## config.mk

```make
export PLATFORM = sky130hd
export DESIGN_NAME = reg_1b_8sz_flat
export DESIGN_NICKNAME = d
export VERILOG_FILES = /design/src/rtl/reg_1b_8sz_pkg.sv /design/src/rtl/reg_1b_8sz_if.sv /design/src/rtl/reg_1b_8sz_fenwick_paths.sv /design/src/rtl/reg_1b_8sz.sv /design/src/flat_wrapper.sv
export SDC_FILE = /design/constraint.sdc
export NUM_CORES = 1
export LEC_CHECK = 0
export BUFFER_PORTS_ARGS = -buffer_cell sky130_fd_sc_hd__buf_4
export CAP_MARGIN = 20
export CORE_MARGIN = 3
export CORE_UTILIZATION = 56
export CTS_CLUSTER_SIZE = 40
export DETAILED_ROUTE_END_ITERATION = 7
export MAX_ROUTING_LAYER = met4
export PLACE_DENSITY = 0.76
export SLEW_MARGIN = 20
export SYNTH_ARGS = -nofsm -noshare
export SYNTH_HDL_FRONTEND = slang
export SYNTH_SLANG_ARGS = --single-unit
```

## constraint.sdc

```tcl
create_clock -name clk -period 4.9 [get_ports clk]
set_input_delay 1.47 -clock clk [delete_from_list [all_inputs] [get_ports clk]]
set_output_delay 1.47 -clock clk [all_outputs]
set_load 0.03 [all_outputs]
```

## src/rtl/reg_1b_8sz_pkg.sv

```systemverilog
// Shared constants, types and helpers for the 8-entry, 1-bit Fenwick XOR accumulator.
package reg_1b_8sz_pkg;

    localparam logic [1:0] OP_XOR   = 2'b00;
    localparam logic [1:0] OP_QUERY = 2'b01;

    localparam int N_ENTRIES = 8;
    localparam int IDX_W     = 3;
    localparam int NODE_W    = 4;

    typedef logic [N_ENTRIES-1:0] node_mask_t;
    typedef logic [IDX_W-1:0]     idx_t;
    typedef logic [NODE_W-1:0]    node_t;

    // Isolates the least-significant set bit of a 1-based node number.
    function automatic node_t lowbit(input node_t n);
        return n & (~n + node_t'(1));
    endfunction

endpackage

```

## src/rtl/reg_1b_8sz_if.sv

```systemverilog
// Instruction bus of the Fenwick XOR accumulator: opcode, index, operand and query result.
interface reg_1b_8sz_if;
    import reg_1b_8sz_pkg::*;

    logic [1:0] inst;
    idx_t       idx;
    logic       in0;
    logic       out0;

    modport master (output inst, idx, in0, input out0);
    modport slave  (input inst, idx, in0, output out0);

endinterface

```

## src/rtl/reg_1b_8sz_fenwick_paths.sv

```systemverilog
// Combinational Fenwick path decode: entry index -> nodes touched by an update and
// nodes combined by a prefix query. Bit k of each mask is node k+1.
module fenwick_paths
    import reg_1b_8sz_pkg::*;
(
    input  idx_t       idx,
    output node_mask_t umask,
    output node_mask_t qmask
);

    node_t n;
    assign n = {1'b0, idx} + node_t'(1);

    // Walking up from node 8 wraps the 4-bit node to 0, which ends the path.
    always_comb begin
        node_t u;
        umask = '0;
        u     = n;
        for (int s = 0; s < NODE_W; s++) begin
            if (u != '0) begin
                umask[u[IDX_W-1:0] - idx_t'(1)] = 1'b1;
                u = u + lowbit(u);
            end
        end
    end

    always_comb begin
        node_t q;
        qmask = '0;
        q     = n;
        for (int s = 0; s < NODE_W; s++) begin
            if (q != '0) begin
                qmask[q[IDX_W-1:0] - idx_t'(1)] = 1'b1;
                q = q - lowbit(q);
            end
        end
    end

endmodule

```

## src/rtl/reg_1b_8sz.sv

```systemverilog
// 8-entry x 1-bit XOR accumulator stored as Fenwick nodes; one update or prefix query per cycle.
module reg_1b_8sz
    import reg_1b_8sz_pkg::*;
(
    input  logic          clk,
    input  logic          rst_n,
    reg_1b_8sz_if.slave   bus
);

    node_mask_t t;
    node_mask_t umask;
    node_mask_t qmask;
    logic       out_q;

    fenwick_paths u_paths (
        .idx   (bus.idx),
        .umask (umask),
        .qmask (qmask)
    );

    // in0 is only looked at on updates, so X on it elsewhere cannot reach the nodes.
    always_ff @(posedge clk) begin
        if (!rst_n) begin
            t     <= '0;
            out_q <= 1'b0;
        end else begin
            case (bus.inst)
                OP_XOR:   t     <= t ^ (umask & {N_ENTRIES{bus.in0}});
                OP_QUERY: out_q <= ^(t & qmask);
                default:  ;
            endcase
        end
    end

    assign bus.out0 = out_q;

endmodule

```

## src/flat_wrapper.sv

```systemverilog
// flat-port wrapper written by rule: the top's interface ports become plain ports
module reg_1b_8sz_flat import reg_1b_8sz_pkg::*;
  (clk, rst_n, bus_inst, bus_idx, bus_in0, bus_out0);
  reg_1b_8sz_if bus_i ();
  input  logic clk;
  input  logic rst_n;
  input wire logic [$bits(bus_i.inst)-1:0] bus_inst;
  input wire logic [$bits(bus_i.idx)-1:0] bus_idx;
  input wire logic [$bits(bus_i.in0)-1:0] bus_in0;
  output wire logic [$bits(bus_i.out0)-1:0] bus_out0;
  assign bus_i.inst = bus_inst;
  assign bus_i.idx = bus_idx;
  assign bus_i.in0 = bus_in0;
  assign bus_out0 = bus_i.out0;
  reg_1b_8sz u_core (.clk(clk), .rst_n(rst_n), .bus(bus_i));
endmodule
```

After elaboration in Yosys (flattened, before gate mapping)
Cells that the tools add are included.
{"block": "word_totals", "elab_cells": 98, "inputBits": 8, "output_inout_bits": 1, "reg_bits": 9}
{"block": "classes", "n_addsub": 19, "muxes": 27, "magnitude_cmp": 14, "n_reduce_logical": 16, "bitwise": 19, "eq_ne": 1}
{"operator": "two-way mux 8 bit", "n": 7}
{"operator": "OR 8 bit", "n": 6}
{"operator": "< comparator 3 x 4 -> 1 bit (second input constant)", "n": 7}
{"operator": "nonzero test 4 bit", "n": 7}
{"operator": "two-way mux 4 bit", "n": 6}
{"operator": "demux 1 bit (select 3 bit)", "n": 7}
{"operator": "greater-or-equal comparator 3 x 1 -> 1 bit (second input constant)", "n": 7}
{"operator": "subtractor 3 x 1 -> 3 bit (second input constant)", "n": 7}
{"operator": "adder 4 x 1 -> 4 bit (second input constant)", "n": 5}
{"operator": "bitwise AND 4 bit", "n": 5}
{"operator": "NOT 4 bit", "n": 5}
{"operator": "bitwise AND 8 bit", "n": 2}
{"operator": "adder 4 bit", "n": 3}
{"operator": "subtractor 4 bit", "n": 3}
{"operator": "XOR reduction 8 bit", "n": 1}
{"operator": "bitwise XOR 8 bit", "n": 1}
{"operator": "logical AND 1 bit", "n": 7}
{"operator": "two-way mux 1 bit", "n": 7}
{"operator": "adder 3 x 1 -> 4 bit (second input constant)", "n": 1}
{"operator": "== test 2 x 1 -> 1 bit (second input constant)", "n": 1}
{"operator": "logical NOT 2 bit", "n": 1}

Logic depth before layout (Yosys ltp)
Gate-level depths: netlist (run 1).
{"block": "depth", "ltp_word": 25, "mapped_depth": 18, "mapped_depth_nobuf": 17}

Modules after synthesis
From an unflattened synthesis (run 1), not the netlist that was laid out.
{"block": "hier_totals", "cells_unflattened": 241, "hier_area_um2": 1741.7}
{"mod": "fenwick_paths", "n_inst": 1, "cells_per_inst": 189, "seq_area_each_um2": 0.0, "area_each_um2": 1291.2}
{"mod": "reg_1b_8sz", "n_inst": 1, "cells_per_inst": 52, "seq_area_each_um2": 180.2, "area_each_um2": 450.4}

Worst setup path after synthesis (run 1)
OpenSTA, ideal clock, no wires.
{"block": "synth_path", "path_kind": "input to register", "start": "input bus_idx[1]", "end": "register u_core.t[5]", "path_buffers": 3, "path_stages": 17, "setup_ps": 72, "required_ps": 4828, "setup_slack_ps": 82, "arrival_time_ps": 4747, "path_cell_list": "clkbuf_1 -> inv_1 -> ha_1 -> clkbuf_1 -> a21oi_1 -> nor3b_2 -> ha_1 -> clkbuf_1 -> nand2_1 -> inv_1 -> ha_1 -> and3_1 -> a221o_1 -> a211oi_1 -> o21ai_0 -> a22oi_1 -> mux2i_1"}
{"block": "synth_between", "elab_chain_cells": 25, "elab_cells_between_ends": 53, "cone_classes": "11 x add/sub; 8 x order compare; 15 x mux; 11 x bitwise; 8 x reduce/logical"}
{"item": "start: declaration", "line": "flat_wrapper.sv:8", "source": "input wire logic [$bits(bus_i.idx)-1:0] bus_idx;"}
{"item": "adder 3 x 1 -> 4 bit (*)", "line": "reg_1b_8sz_fenwick_paths.sv:12", "source": "assign n = {1'b0, idx} + node_t'(1);"}
{"item": "NOT 4 bit", "line": "reg_1b_8sz_pkg.sv:17", "source": "return n & (~n + node_t'(1));"}
{"item": "adder 4 x 1 -> 4 bit", "line": "reg_1b_8sz_pkg.sv:17"}
{"item": "bitwise AND 4 bit", "line": "reg_1b_8sz_pkg.sv:17"}
{"item": "adder 4 bit", "line": "reg_1b_8sz_fenwick_paths.sv:22", "source": "u = u + lowbit(u);"}
{"item": "two-way mux 4 bit", "line": "reg_1b_8sz_fenwick_paths.sv:20", "source": "if (u != '0) begin"}
{"item": "NOT 4 bit", "line": "reg_1b_8sz_pkg.sv:17"}
{"item": "adder 4 x 1 -> 4 bit", "line": "reg_1b_8sz_pkg.sv:17"}
{"item": "[... 9 more ...]"}
{"item": "< comparator 3 x 4 -> 1 bit (implied by the code) / greater-or-equal comparator 3 x 1 -> 1 bit (equally long branches)", "line": "reg_1b_8sz_fenwick_paths.sv:21", "source": "umask[u[IDX_W-1:0] - idx_t'(1)] = 1'b1;"}
{"item": "logical AND 1 bit (implied by the code)", "line": "reg_1b_8sz_fenwick_paths.sv:21"}
{"item": "two-way mux 1 bit (implied by the code)", "line": "reg_1b_8sz_fenwick_paths.sv:21"}
{"item": "demux 1 bit (select 3 bit)", "line": "reg_1b_8sz_fenwick_paths.sv:21"}
{"item": "OR 8 bit (no line)"}
{"item": "two-way mux 8 bit (*)", "line": "reg_1b_8sz_fenwick_paths.sv:20"}
{"item": "bitwise AND 8 bit (*)", "line": "reg_1b_8sz.sv:28", "source": "OP_XOR: t <= t ^ (umask & {N_ENTRIES{bus.in0}});"}
{"item": "bitwise XOR 8 bit (*)", "line": "reg_1b_8sz.sv:28"}
{"item": "end signal: assignment", "line": "reg_1b_8sz.sv:28"}
{"item": "end: declaration", "line": "reg_1b_8sz.sv:10", "source": "node_mask_t t;"}
Every way passes the cells marked *; elsewhere a longest branch is shown, timed or not.
A chain may end at the register's enable or synchronous reset.

Worst setup path after layout (run 1)
{"block": "layout_path", "start": "input bus_idx[1]", "end": "register u_core.out_q, in the netlist u_core.bus.out0"}
{"block": "layout_between", "elab_chain_cells": 25, "elab_cells_between_ends": 53, "cone_classes": "11 x add/sub; 8 x order compare; 15 x mux; 10 x bitwise; 9 x reduce/logical"}
{"item": "adder 3 x 1 -> 4 bit (*)", "line": "reg_1b_8sz_fenwick_paths.sv:12"}
{"item": "NOT 4 bit", "line": "reg_1b_8sz_pkg.sv:17"}
{"item": "adder 4 x 1 -> 4 bit", "line": "reg_1b_8sz_pkg.sv:17"}
{"item": "bitwise AND 4 bit", "line": "reg_1b_8sz_pkg.sv:17"}
{"item": "subtractor 4 bit", "line": "reg_1b_8sz_fenwick_paths.sv:34", "source": "q = q - lowbit(q);"}
{"item": "two-way mux 4 bit", "line": "reg_1b_8sz_fenwick_paths.sv:32", "source": "if (q != '0) begin"}
{"item": "NOT 4 bit", "line": "reg_1b_8sz_pkg.sv:17"}
{"item": "adder 4 x 1 -> 4 bit", "line": "reg_1b_8sz_pkg.sv:17"}
{"item": "[... 9 more ...]"}
{"item": "< comparator 3 x 4 -> 1 bit (implied by the code) / greater-or-equal comparator 3 x 1 -> 1 bit (equally long branches)", "line": "reg_1b_8sz_fenwick_paths.sv:33", "source": "qmask[q[IDX_W-1:0] - idx_t'(1)] = 1'b1;"}
{"item": "logical AND 1 bit (implied by the code)", "line": "reg_1b_8sz_fenwick_paths.sv:33"}
{"item": "two-way mux 1 bit (implied by the code)", "line": "reg_1b_8sz_fenwick_paths.sv:33"}
{"item": "demux 1 bit (select 3 bit)", "line": "reg_1b_8sz_fenwick_paths.sv:33"}
{"item": "OR 8 bit (no line)"}
{"item": "two-way mux 8 bit (*)", "line": "reg_1b_8sz_fenwick_paths.sv:32"}
{"item": "bitwise AND 8 bit (*)", "line": "reg_1b_8sz.sv:29", "source": "OP_QUERY: out_q <= ^(t & qmask);"}
{"item": "XOR reduction 8 bit (*)", "line": "reg_1b_8sz.sv:29"}
{"item": "end signal: assignment", "line": "reg_1b_8sz.sv:29"}
{"item": "end: declaration", "line": "reg_1b_8sz.sv:13", "source": "logic out_q;"}
Marked as above.

==> results of run 1 <==
==> worst max-delay path: stages <==
cell and delay [ns]:
buf_4 0.16, inv_1 0.17, ha_1 0.28, nor3b_1 0.27, mux2i_1 0.23, nor3_1 0.09
ha_1 0.22, nand3_1 0.07, nand2_1 0.11, ha_1 0.24, nor3_1 0.24, and4b_1 0.24
o21ai_0 0.20, xor2_1 0.19, xnor2_1 0.16, xnor3_1 0.33, a21oi_1 0.14
==> stage by stage <==
| stage | instance area (um2) | utilization |
|---|---|---|
| 4_1_cts | 1910 | 0.669 |
| 3_5_place_dp | 1880 | 0.660 |
| 2_1_floorplan | 1740 | - |
| 3_3_place_gp | 1880 | 0.660 |
| 6_report | 1910 | 0.669 |
| 5_1_grt | 1910 | 0.669 |
==> final timing paths <==
check,end,slack (ns),depth (start not counted)
max,u_core.bus.out0$_SDFFE_PN0N_,0.29,17
min,u_core.t[5]$_SDFFE_PN0N_,0.48,2
max reg2reg,u_core.bus.out0$_SDFFE_PN0N_,3.46,5
min reg2reg,u_core.t[5]$_SDFFE_PN0N_,0.48,2
==> report_power, final <==
| part | switching (mW) | internal [mW] | total [mW] | leakage (nW) |
|---|---|---|---|---|
| logic | 0.0951 | 0.0658 | 0.161 | 0.764 |
| clock network | 0.0255 | 0.0314 | 0.0569 | 0.0150 |
| registers | 0.00183 | 0.0757 | 0.0775 | 0.0729 |
==> synthesized netlist by cell type (6+ instances only) <==
cell | number | area (um2)
nor2_1 | 9 | 33.8
o21ai_0 | 10 | 50.1
nand3_1 | 10 | 50.1
ha_1 | 18 | 225
and2_1 | 9 | 56.3
xor2_1 | 7 | 61.3
nor3_1 | 6 | 30.0
nand2_1 | 21 | 78.8
dfxtp_1 | 9 | 180
a21oi_1 | 11 | 55.1
clkbuf_1 | 7 | 26.3
inv_1 | 14 | 52.6
==> cells by family (layout without fill, tap and decap cells) <==
logic type      Yosys count  in the layout  synth area share
xor+xnor                 15             15            0.0986
mux                       5              5            0.0288
simple gates             85             85             0.274
compound gates           66             66             0.300
buf+inv                  26             41            0.0662
flops                     9              9             0.104
fa+ha+maj                18             18             0.130
==> area by class of cell <==
cell class | count | area share
well taps | 31 | 0.0203
flip-flops and latches | 9 | 0.0944
inverters | 15 | 0.0295
multi-input cells | 189 | 0.756
clock buffers | 4 | 0.0138
repair buffers | 22 | 0.0865
==> per-layer routing <==
metal | routed length, um | up-vias
li1 | - | 852
met1 | 1940 | 824
met2 | 2190 | 72
met5 | 0 | -
met3 | 283 | 10
met4 | 57 | 0
==> sequential cells by signal (all words and copies together) (netlist names) <==
signal and count:
u_core.bus.out0 1, u_core.t 8
==> qor.yml, run 1 <==
clock_tree:
  cts_setup_buffers: 0
  cts_max_path_buffers: 2
  cts_buffers: 3
  cts-root-buf: "clkbuf_4"
  cts_sinks: 9
  htree_num_levels: 1
  ctsResizeCount: 0
  postCtsHoldBufs: 0
  path_clk_slew_ns: 0.06
  cts_tree: "built"
  clock_latency_ns: 0.26
synthesis:
  netlist_area_um2: 1740
  yosysUniqueCellTypes: 72
  synth_edf_count: 0
  syn_nets: 250
  syn_inst: 224
  ys_seq_elements: 9
  seq_area_frac_synth: 0.104
  yosys_warnings: 0
  async_reset_ff_frac: 0
  postSynthAreaPerCell_um2: 7.76
  synth_ff_type: "dfxtp_1"
worst_setup_path:
  arrival_ns: 4.80
  reg2reg_from: "u_core.t[0]$_SDFFE_PN0N_"
  startpoint: "bus_idx[1]"
  end_kind: "register"
  crit_fanout: 12
  required_ns: 5.09
  startpoint_type: "primary input"
  crit_type: "primary input to register"
cells_and_area:
  layout_common_cells: "22 x buf_4, 21 x nand2_1, 18 x ha_1"
  layout_commonest_cell: "buf_4"
  area_growth_pct: 9.86
  drive_above_1_share: 0.180
  seqCellArea_um2: 180
  n_fill_cell: 246
  multi_input_area_um2: 1440
  final_cells: 270
  final_nets: 266
  antenna_cells: 0
route:
  routed_wirelength_mm: 4.48
  drtAntennaViolNets: 0
  drtIter0Drc: 219
  drt-pass1-iter-count: 5
  drcViolationCount: 0
  via_per_inst: 6.51
  vias: 1758
  wl_per_cell_um: 16.6
job:
  max_cap_violations: 0
die:
  core_um2: 2850
  ios: 9
  rows: 19
  dieWidth_um: 61.7
  fp.dieH_um: 61.7
  initial_core_util: 0.609
  die_area_um2: 3810
grt:
  grt.overflow.total: 0
  grt_pass1_vias: 1640
  grt_usage: 0.261
  met2_usage: 0.422
  grt_pass1_wl_mm: 7.33
  grt_max_degree: 18
  grt_busiest_layer: "met2"
  grtUsageMet3: 0.0434
  grt_use_met1: 0.345
  antenna_found_initial: 0
timing:
  setup_viol: 0
  setup_ws_ns: 0.289
  grt_setup_unrepaired: "no"
  hold_viol: 0
  fin_setup_tns_ns: 0
  slew_viol_final: 0
  relSlewSlack: 0.657
  timing.final.crit_share: 0.941
  clock.fmax_mhz: 217
  max_slew.worst_pin.slew_ns: 0.509
  finalCriticalPeriod_ns: 4.61
  worst_clock_skew_ns: 0.00486
  whs_ns: 0.483
worst_hold_path:
  holdCritStartpoint: "u_core.t[5]$_SDFFE_PN0N_"
  min_path_type: "register to register"
status:
  outcome: "finished, final reports clean"
place:
  place_congestion: 0.954
  hpwlAfterDp_mm: 3.54
  port_buffers: 8
  place_inst: 266
  preCtsSetupSlack_ns: 0.0583
power_and_ir_drop:
  p_per_area_nw_per_um2: 155
  total_power_mw: 0.295
  p_leak_nw: 0.852
  ir_drop_mv: 0.177
(Power assumes the default switching activity.)
==> run 2, diff against run 1 <==
--- a/config.mk
+++ b/config.mk
@@ -8,11 +8,11 @@
 export BUFFER_PORTS_ARGS = -buffer_cell sky130_fd_sc_hd__buf_4
 export CAP_MARGIN = 20
 export CORE_MARGIN = 3
-export CORE_UTILIZATION = 56
+export CORE_UTILIZATION = 35
 export CTS_CLUSTER_SIZE = 40
 export DETAILED_ROUTE_END_ITERATION = 7
 export MAX_ROUTING_LAYER = met4
-export PLACE_DENSITY = 0.76
+export PLACE_DENSITY = 0.54
 export SLEW_MARGIN = 20
 export SYNTH_ARGS = -nofsm -noshare
 export SYNTH_HDL_FRONTEND = slang
==> qor.yml, run 2 (synthesis results as in run 1) <==
status:
  outcome: "finished, final reports clean"  # unchanged
timing:
  finalCriticalPeriod_ns: 4.52  # was 4.61 ns
  setup_ws_ns: 0.378  # was 0.289 ns
  worst_clock_skew_ns: 0.000957  # was 0.00486 ns
  clock.fmax_mhz: 221  # was 217 MHz
  timing.final.crit_share: 0.923  # was 0.941
  slew_viol_final: 0  # unchanged
  setup_viol: 0  # unchanged
  max_slew.worst_pin.slew_ns: 0.535  # was 0.509 ns
  relSlewSlack: 0.640  # was 0.657
  hold_viol: 0  # unchanged
  grt_setup_unrepaired: "no"  # unchanged
  fin_setup_tns_ns: 0  # unchanged
cells_and_area:
  drive_above_1_share: 0.187  # was 0.180
  n_fill_cell: 510  # was 246
  final_nets: 268  # was 266
  regMostFlops: "u_core.t"  # unchanged
  antenna_cells: 0  # unchanged
  layout_common_cells: "24 x buf_4, 21 x nand2_1, 18 x ha_1"  # was 22 x buf_4, 21 x nand2_1, 18 x ha_1
  area_growth_pct: 14.4  # was 9.86%
  largest_register_ffs: 8  # unchanged
  layout_commonest_cell: "buf_4"  # unchanged
  final_cells: 308  # was 270
clock_tree:
  postCtsHoldBufs: 0  # unchanged
  clock_latency_ns: 0.23  # was 0.26 ns
  cts_tree: "built"  # unchanged
  cts-root-buf: "clkbuf_8"  # was clkbuf_4
  cts_setup_buffers: 0  # unchanged
  htree_num_levels: 1  # unchanged
  cts_sinks: 9  # unchanged
  cts_buffers: 3  # unchanged
  path_clk_slew_ns: 0.04  # was 0.06 ns
  ctsResizeCount: 0  # unchanged
  cts_max_path_buffers: 2  # unchanged
grt:
  grt_max_degree: 15  # was 18
  grt.overflow.total: 0  # unchanged
  antenna_found_initial: 0  # unchanged
  grt_usage: 0.161  # was 0.261
  grt_pass1_wl_mm: 7.62  # was 7.33 mm
  grt_pass1_vias: 1604  # was 1640
place:
  preCtsSetupSlack_ns: 0.150  # was 0.0583 ns
  hpwlAfterDp_mm: 3.58  # was 3.54 mm
  place_congestion: 0.867  # was 0.954
  place_inst: 304  # was 266
  port_buffers: 8  # unchanged
route:
  drtIter0Drc: 160  # was 219
  via_per_inst: 5.57  # was 6.51
  routed_wirelength_mm: 4.49  # was 4.48 mm
  drcViolationCount: 0  # unchanged
  drtAntennaViolNets: 0  # unchanged
  vias: 1716  # was 1758
  drt-pass1-iter-count: 5  # unchanged
  wl_per_cell_um: 14.6  # was 16.6 um
die:
  dieWidth_um: 76.5  # was 61.7 um
  die_area_um2: 5850  # was 3810 um2
  ios: 9  # unchanged
  core_um2: 4750  # was 2850 um2
  rows: 25  # was 19
  initial_core_util: 0.366  # was 0.609
  fp.dieH_um: 76.5  # was 61.7 um
power_and_ir_drop:
  p_per_area_nw_per_um2: 162  # was 155 nW/um2
  ir_drop_mv: 0.126  # was 0.177 mV
  p_leak_nw: 0.869  # was 0.852 nW
worst_hold_path:
  min_path_type: "register to register"  # unchanged
worst_setup_path:
  crit_type: "primary input to register"  # unchanged
  crit_fanout: 12  # unchanged
  required_ns: 5.06  # was 5.09 ns
  arrival_ns: 4.69  # was 4.80 ns
  end_kind: "register"  # unchanged
  startpoint_type: "primary input"  # unchanged
job:
  max_cap_violations: 0  # unchanged
==> run 2: per-layer routing <==
| layer | up-vias | part of all wire | global-route usage |
|---|---|---|---|
| met5 | - | 0 | - |
| met4 | 0 | 0.0067 | 0.0344 |
| met3 | 6 | 0.031 | 0.0142 |
| met2 | 45 | 0.49 | 0.268 |
| li1 | 855 | - | - |
| met1 | 810 | 0.47 | 0.212 |
==> run 2: worst paths after layout <==
path	end	cells past startpoint	from	slack [ns]
hold reg to reg	u_core.t[1]$_SDFFE_PN0N_	2	u_core.t[1]$_SDFFE_PN0N_	0.49
hold / removal	u_core.t[1]$_SDFFE_PN0N_	2	u_core.t[1]$_SDFFE_PN0N_	0.49
setup reg to reg	u_core.bus.out0$_SDFFE_PN0N_	5	u_core.t[6]$_SDFFE_PN0N_	3.49
setup / recovery	u_core.bus.out0$_SDFFE_PN0N_	17	bus_idx[1]	0.38
==> run 2: final cells by class <==
cell class | instances | area [um2] | area share
multi-input cells | 189 | 1440 | 0.726
inverters | 15 | 56.3 | 0.0283
well taps | 67 | 83.8 | 0.0422
repair buffers | 24 | 180 | 0.0906
flip-flops and latches | 9 | 180 | 0.0906
clock buffers | 4 | 45.0 | 0.0227
==> run 2: power breakdown <==
part / switching, mW / internal [mW]
Clock: 0.0276 / 0.0565
Combinational: 0.0948 / 0.0660
Sequential: 0.00176 / 0.0761
Total: 0.124 / 0.199
==> run 2: critical path, stage by stage <==
cell     delay (ns)
buf_4          0.16
inv_1          0.11
ha_1           0.30
nor3b_1        0.25
mux2i_1        0.21
nor3_1         0.08
ha_1           0.21
nand3_1        0.07
nand2_1        0.10
ha_1           0.23
nor3_1         0.24
and4b_1        0.23
o21ai_0        0.20
xor2_1         0.19
xnor2_1        0.16
xnor3_1        0.32
a21oi_1        0.13
==> run 2: stage by stage <==
stage	util	instance area (um2)	hold WS (ns)	total power, mW
6_report	0.418	1990	0.488	0.323
3_3_place_gp	0.409	1940	0.481	0.240
4_1_cts	0.418	1990	0.496	0.324
5_1_grt	0.418	1990	0.530	0.349
3_5_place_dp	0.409	1940	0.490	0.238
2_1_floorplan	-	1740	0.442	0.193
